## src/rtl/uart_tx_arbiter.sv

```systemverilog
// Round-robin arbiter that lets N_REQ requesters share one UART transmitter.
// A winner's byte is latched on grant; completion is a fresh rising edge of i_tx_done.
module uart_tx_arbiter #(
  parameter int DATA_SIZE = 8,
  parameter int N_REQ     = 4,
  parameter int TIMEOUT   = 1023
) (
  input  logic                       i_clk,
  input  logic                       i_reset,
  input  logic [N_REQ-1:0]           i_req,
  input  logic [N_REQ*DATA_SIZE-1:0] i_data,
  input  logic                       i_tx_active,
  input  logic                       i_tx_done,
  output logic                       o_tx_start,
  output logic [DATA_SIZE-1:0]       o_tx_data,
  output logic [N_REQ-1:0]           o_grant,
  output logic [N_REQ-1:0]           o_ack,
  output logic                       o_timeout,
  output logic                       o_busy
);

  localparam int PTR_W = (N_REQ > 1) ? $clog2(N_REQ) : 1;
  localparam int CNT_W = (TIMEOUT > 1) ? $clog2(TIMEOUT + 1) : 1;

  typedef enum logic [1:0] {
    IDLE    = 2'd0,
    START   = 2'd1,
    SEND    = 2'd2,
    RELEASE = 2'd3
  } state_t;

  state_t             state;
  logic [PTR_W-1:0]   ptr;
  logic [PTR_W-1:0]   owner;
  logic [CNT_W-1:0]   cnt;
  logic               done_prev;
  logic               done_rise;

  logic [PTR_W:0]       shift_amt;
  logic [N_REQ-1:0]     req_rot;
  logic [PTR_W-1:0]     rot_off;
  logic [PTR_W:0]       win_sum;
  logic [PTR_W-1:0]     win_idx;
  logic [N_REQ-1:0]     win_onehot;
  logic [DATA_SIZE-1:0] win_byte;

  assign done_rise = i_tx_done & ~done_prev;

  // Rotate the request vector so bit 0 is the requester right after ptr;
  // the lowest set bit of the rotated vector is the round-robin winner.
  always_comb begin
    shift_amt = {1'b0, ptr} + (PTR_W+1)'(1);
    req_rot   = N_REQ'({i_req, i_req} >> shift_amt);
    rot_off   = '0;
    for (int j = N_REQ - 1; j >= 0; j--) begin
      if (req_rot[j]) rot_off = PTR_W'(j);
    end
    win_sum = shift_amt + {1'b0, rot_off};
    if (win_sum >= (PTR_W+1)'(N_REQ)) win_sum = win_sum - (PTR_W+1)'(N_REQ);
    win_idx    = PTR_W'(win_sum);
    win_onehot = '0;
    win_byte   = '0;
    for (int k = 0; k < N_REQ; k++) begin
      if (win_idx == PTR_W'(k)) begin
        win_onehot[k] = 1'b1;
        win_byte      = i_data[k*DATA_SIZE +: DATA_SIZE];
      end
    end
  end

  always_ff @(posedge i_clk) begin
    if (i_reset) begin
      state      <= IDLE;
      ptr        <= PTR_W'(N_REQ - 1);
      owner      <= '0;
      cnt        <= '0;
      done_prev  <= 1'b0;
      o_tx_start <= 1'b0;
      o_tx_data  <= '0;
      o_grant    <= '0;
      o_ack      <= '0;
      o_timeout  <= 1'b0;
      o_busy     <= 1'b0;
    end else begin
      done_prev <= i_tx_done;
      o_ack     <= '0;
      o_timeout <= 1'b0;
      case (state)
        IDLE: begin
          if (|i_req) begin
            owner      <= win_idx;
            o_grant    <= win_onehot;
            o_tx_data  <= win_byte;
            o_tx_start <= 1'b1;
            o_busy     <= 1'b1;
            cnt        <= '0;
            state      <= START;
          end
        end
        START: begin
          if (i_tx_active) begin
            o_tx_start <= 1'b0;
            if (done_rise) begin
              // Transmitter finished within the same cycle it reported active.
              o_ack   <= o_grant;
              o_grant <= '0;
              ptr     <= owner;
              state   <= RELEASE;
            end else begin
              state <= SEND;
            end
          end else if (cnt == CNT_W'(TIMEOUT - 1)) begin
            o_timeout  <= 1'b1;
            o_tx_start <= 1'b0;
            o_grant    <= '0;
            o_busy     <= 1'b0;
            ptr        <= owner;
            cnt        <= '0;
            state      <= IDLE;
          end else begin
            cnt <= cnt + CNT_W'(1);
          end
        end
        SEND: begin
          if (done_rise) begin
            o_ack   <= o_grant;
            o_grant <= '0;
            ptr     <= owner;
            state   <= RELEASE;
          end
        end
        RELEASE: begin
          o_busy <= 1'b0;
          state  <= IDLE;
        end
        default: begin
          o_busy <= 1'b0;
          state  <= IDLE;
        end
      endcase
    end
  end

endmodule

```

## config.mk

```make
export PLATFORM = sky130hd
export DESIGN_NAME = uart_tx_arbiter
export DESIGN_NICKNAME = d
export VERILOG_FILES = /design/src/rtl/uart_tx_arbiter.sv
export SDC_FILE = /design/constraint.sdc
export NUM_CORES = 1
export LEC_CHECK = 0
export BUFFER_PORTS_ARGS = -buffer_cell sky130_fd_sc_hd__buf_2
export CAP_MARGIN = 10
export CORE_ASPECT_RATIO = 1.1
export CORE_MARGIN = 4
export CORE_UTILIZATION = 34
export CTS_CLUSTER_SIZE = 14
export DETAILED_ROUTE_END_ITERATION = 10
export PLACE_DENSITY = 0.66
export SKIP_CTS_REPAIR_TIMING = 1
export SYNTH_ARGS = -nofsm -noshare
export SYNTH_HDL_FRONTEND = slang
export SYNTH_SLANG_ARGS = --single-unit
export TNS_END_PERCENT = 1
```

## constraint.sdc

```tcl
create_clock -name i_clk -period 2.65 [get_ports i_clk]
set_input_delay 0.1325 -clock i_clk [delete_from_list [all_inputs] [get_ports i_clk]]
set_output_delay 0.1325 -clock i_clk [all_outputs]
set_load 0.005 [all_outputs]
```

======== Word level (Yosys, flattened, before mapping) ========
Index checks and enable logic that the tools add are counted.
operators by class
  add/subtract/negate cells ............... 4
  multipliers ............................. 0
  divide/modulo/power cells ............... 0
  order comparisons ....................... 1
  equal/unequal tests ..................... 12
  shifts and indexed selects .............. 1
  multiplexer cells ....................... 42
  bitwise gates (word level) .............. 3
  reduce and logical (&&, ||, !) cells .... 15
operator list
  cell                                                                    number
  8-bit 2-to-1 mux                                                        4
  10-bit 2-to-1 mux                                                       3
  2-bit 2-to-1 mux                                                        12
  4-bit 2-to-1 mux                                                        6
  10-bit case mux with 2 select lines                                     1
  4-bit case mux with 3 select lines                                      1
  3-bit AND reduction                                                     4
  10-bit by 1-bit adder with 10-bit output (second input constant)        1
  10-bit equality test (second input constant)                            1
  1-bit 2-to-1 mux                                                        10
  2-bit equality test (second input constant)                             4
  2-bit inequality test (second input constant)                           4
  2-bit case mux with 4 select lines                                      1
  4-bit case mux with 2 select lines                                      1
  8-bit by 3-bit >> shifter with 4-bit output                             1
  3-bit nonzero test                                                      2
  2-bit by 1-bit equality test with 1-bit output (second input constant)  2
  2-bit zero test                                                         2
  2-bit case mux with 2 select lines                                      1
  2-bit AND reduction                                                     2
  4-bit AND reduction                                                     1
  2-bit nonzero test                                                      2
  4-bit OR reduction                                                      1
  2-bit by 1-bit adder with 3-bit output (second input constant)          1
  other kinds (9)                                                         10
word-level totals
  bits in registers ....................... 36
  bits in latches ......................... 0
  RAM bits ................................ 0
  ROM bits ................................ 0
  input port bits ......................... 40
  output and inout port bits .............. 19
  logic and storage cells ................. 89
  memories kept ........................... 0

======== Longest topological paths before layout ========
  depth after elaboration ................. 14
  mapped depth ............................ 12
  mapped depth without buffers ............ 10

======== Worst setup path after synthesis ========
OpenSTA, ideal clock, no wires.
  kind .................................... register to register
  from .................................... register ptr[0]
  to ...................................... register o_tx_data[7]
  setup time .............................. 0.129 ns
  arrival ................................. 2.250 ns
  data required time ...................... 2.521 ns
  setup slack ............................. 0.271 ns
  cell stages (with the launch flop) ...... 12
  buffers on the path ..................... 3
  period minus slack after synthesis ...... 2.379 ns
  path through ............................ dfxtp_1 -> buf_2 -> nor3_1 -> a311oi_1 -> a21oi_1 -> a211oi_1 -> ha_1 -> clkbuf_1 -> buf_2 -> o2111ai_1 -> a31oi_1 -> a211oi_2
on the way
  word-level cells in the longest chain between the ends .. 14
  elaborated cells on any way between the ends .. 18
  classes of those cells .................. 3 x add/sub; 1 x order compare; 3 x eq/ne; 1 x shift; 9 x mux; 1 x reduce/logical
RTL lines
  item                                                                                line  text
  start: declaration                                                                  33    logic [PTR_W-1:0] ptr;
  start signal: assignment                                                            74    ptr <= PTR_W'(N_REQ - 1);
  start signal: assignment                                                            107   ptr <= owner;
  start signal: assignment                                                            117   ptr <= owner;
  2-bit by 1-bit adder with 3-bit output *                                            52    shift_amt = {1'b0, ptr} + (PTR_W+1)'(1);
  8-bit by 3-bit >> shifter with 4-bit output                                         53    req_rot = N_REQ'({i_req, i_req} >> shift_amt);
  2-bit 2-to-1 mux (4 in a row)                                                       56    if (req_rot[j]) rot_off = PTR_W'(j);
  3-bit by 2-bit adder with 3-bit output *                                            58    win_sum = shift_amt + {1'b0, rot_off};
  3-bit >= comparator or 2-bit by 1-bit subtractor with 2-bit output (tied branches)  59    if (win_sum >= (PTR_W+1)'(N_REQ)) win_sum = win_sum - (PTR_W+1)'(N_REQ);
  2-bit 2-to-1 mux *                                                                  59
  2-bit zero test                                                                     64    if (win_idx == PTR_W'(k)) begin
  8-bit 2-to-1 mux (3 in a row)                                                       64
  8-bit 2-to-1 mux *                                                                  64
  end signal: assignment                                                              93    o_tx_data <= win_byte;
  end: declaration                                                                    15    output logic [DATA_SIZE-1:0] o_tx_data,
Every way passes the cells marked *; elsewhere a longest branch is shown, timed or not.
A chain may end at the register's enable or synchronous reset.

======== Final worst setup path ========
  from .................................... register ptr[1]
  to ...................................... register o_tx_data[5]
The elaborated chain is that of the path after synthesis.

==> results_dict.tcl <==
set metrics [dict create \
    antenna_found_initial 0 \
    crit_arrival_ns 2.55 \
    synthCells 277 \
    port_buffers 58 \
    drive_gt1_frac 0.285 \
    hold_class "in2reg" \
    seq_area_frac_synth 0.296 \
    synth_seq_cells 36 \
    drv_cap 0 \
    async_flop_share 0 \
    fmax_ghz 0.418 \
    drv_slew 0 \
    avgViaCountPerCell 5.59 \
    grt_overflow 0 \
    nNetsFinal 377 \
    wl_mm 6.51 \
    drtIter0Drc 118 \
    grt_pass1_wl_mm 10.6 \
    cp.required_ns 2.81 \
    cts_sinks 36 \
    p_per_area_mw_per_mm2 765 \
    min_period_ns 2.39 \
    critPathKind "reg2reg" \
    avgSynthCellArea_sq_um 8.79 \
    die-width_um 88.7 \
    peakVddDrop_v 0.000370 \
    cts_root_buf "clkbuf_8" \
    grt_max_degree 23 \
    clk_pin_slew_ns 0.07 \
    fin_crit_sh 0.902 \
    final_cell_mix "buf_2 (58), dfxtp_1 (35), nor2_1 (23)" \
    setup_viol 0 \
    yosys_warnings 0 \
    cts_buffers 5 \
    synth_edf_count 0 \
    wl_per_cell_um 15.7 \
    clk_latency_ns 0.29 \
    netlist_area_sq_mm 0.00243 \
    rsz0062_at_grt "false" \
    fill_cells 723 \
    rows 32 \
    ctsHtreeMaxLevel 2 \
    final.setup_skew_ns 0.0160 \
    dieArea_sq_mm 0.00858 \
    power_mw 2.20 \
    gp_congestion 0.812 \
    p_leak_nw 1.13 \
    synthesis.nets 325 \
    finalNonFillerCells 415 \
    final_common_cell "buf_2" \
    yosys_most_used_dff "dfxtp_1" \
    dp_hpwl_mm 4.77 \
    slew_headroom 0.594 \
    num_antenna_cells 0 \
    drc 0 \
    ys_types 60 \
    cp-start-kind "register" \
    cts_tree "built" \
    cts_buffer_depth 2 \
    end_kind "register" \
    area_growth_syn_to_layout_pct 18.2 \
    dp_cells 407 \
    start_util 0.347 \
    via_count 2320 \
    dr.pass1.iters 4 \
    ant_nets 0 \
    tns_ns 0 \
    track_usage 0.152 \
    die_h_um 96.7 \
    outcome "completed" \
    tightestPinTransition_ns 0.607 \
    num_io_pins 59 \
    hold_violations 0 \
    path_max_fanout 11 \
    grt_pass1_vias 2212 \
    core_area_sq_mm 0.00701 \
]
[sequential cells by signal, summed over array words and instances (netlist names), named ones only]
| signal | count |
|---|---|
| ptr | 2 |
| done_prev | 1 |
| o_grant | 4 |
| o_busy | 1 |
| state | 1 |
| owner | 2 |
| o_tx_data | 8 |
| o_timeout | 1 |
| cnt | 10 |
| o_ack | 4 |
| o_tx_start | 1 |
[per-layer routing]
| metal | routed length [um] | GRT usage |
|---|---|---|
| met2 | 2950 | 0.221 |
| met4 | 218 | 0.0721 |
| met1 | 2950 | 0.213 |
| met5 | 0 | 0 |
| met3 | 383 | 0.0281 |
[cell usage after synthesis, types with 2 or more instances]
library cell / count / area, sq um
dfxtp_1: 36 / 721
nor2_1: 23 / 86.3
inv_1: 20 / 75.1
o2111ai_1: 17 / 149
nor2b_1: 13 / 81.3
nor3_1: 12 / 60.1
a21oi_1: 11 / 55.1
buf_2: 10 / 50.1
a211oi_1: 9 / 67.6
nor3b_1: 9 / 67.6
a31oi_1: 8 / 50.1
and2_1: 8 / 50.1
ha_1: 8 / 100
nand2_1: 7 / 26.3
a2111oi_2: 6 / 90.1
xor2_1: 6 / 52.6
clkbuf_1: 5 / 18.8
nand3_1: 5 / 25.0
nand4_1: 4 / 25.0
o21ai_0: 4 / 20.0
a211oi_2: 3 / 37.5
a22o_1: 3 / 26.3
a2111oi_4: 2 / 55.1
a21o_1: 2 / 15.0
a22oi_1: 2 / 15.0
a311oi_1: 2 / 17.5
buf_4: 2 / 15.0
buf_6: 2 / 22.5
nand2b_1: 2 / 12.5
o21ba_2: 2 / 20.0
o21bai_1: 2 / 15.0
o22a_1: 2 / 17.5
or3_1: 2 / 12.5
xnor2_1: 2 / 17.5
[worst paths after layout]
kind	startpoint	end	slack, ns	cells past startpoint
worst max register to register	ptr[1]	o_tx_data[5]	0.26	5
worst max-delay path	ptr[1]	o_tx_data[5]	0.26	5
worst min-delay path	i_tx_active	o_timeout	0.08	2
worst min register to register	owner[1]	ptr[1]	0.47	1
[kinds of logic after synthesis]
logic type      Yosys count  share of synthesized area
simple gates             95                      0.222
fa+ha+maj                 8                     0.0411
compound gates           90                      0.336
xor+xnor                  8                     0.0288
flops                    36                      0.296
buf+inv                  40                     0.0761
[where the power goes]
part	internal, mW	switching (mW)
clock network	0.212	0.200
registers	0.647	0.0799
logic	0.446	0.614
[stage by stage]
step	worst slack, ns	area, sq um	util	hold WS (ns)
floorplan	0.271	2430	-	0.208
global placement	0.292	2790	0.398	0.371
detailed placement	0.228	2790	0.398	0.382
CTS	0.216	2880	0.410	0.0756
global route	0.0486	2880	0.411	0.0784
finish	0.259	2880	0.411	0.0765
[worst max-delay path, cell delays in order (launching register included)]
cell	delay (ns)
dfxtp_1	0.52
nor2_1	0.12
or3_1	0.58
o211ai_4	0.55
and2_2	0.39
a211oi_1	0.11
[final cells by class]
cell class | count | area (sq um) | share of cell area
Timing Repair Buffer | 65 | 355 | 0.124
Clock buffer | 8 | 90.1 | 0.0313
Multi-Input combinational cell | 201 | 1530 | 0.531
Inverter | 20 | 75.1 | 0.0261
Sequential cell | 36 | 722 | 0.251
Tap cell | 85 | 106 | 0.0370
No activity file was read; power rests on OpenSTA's default activity.
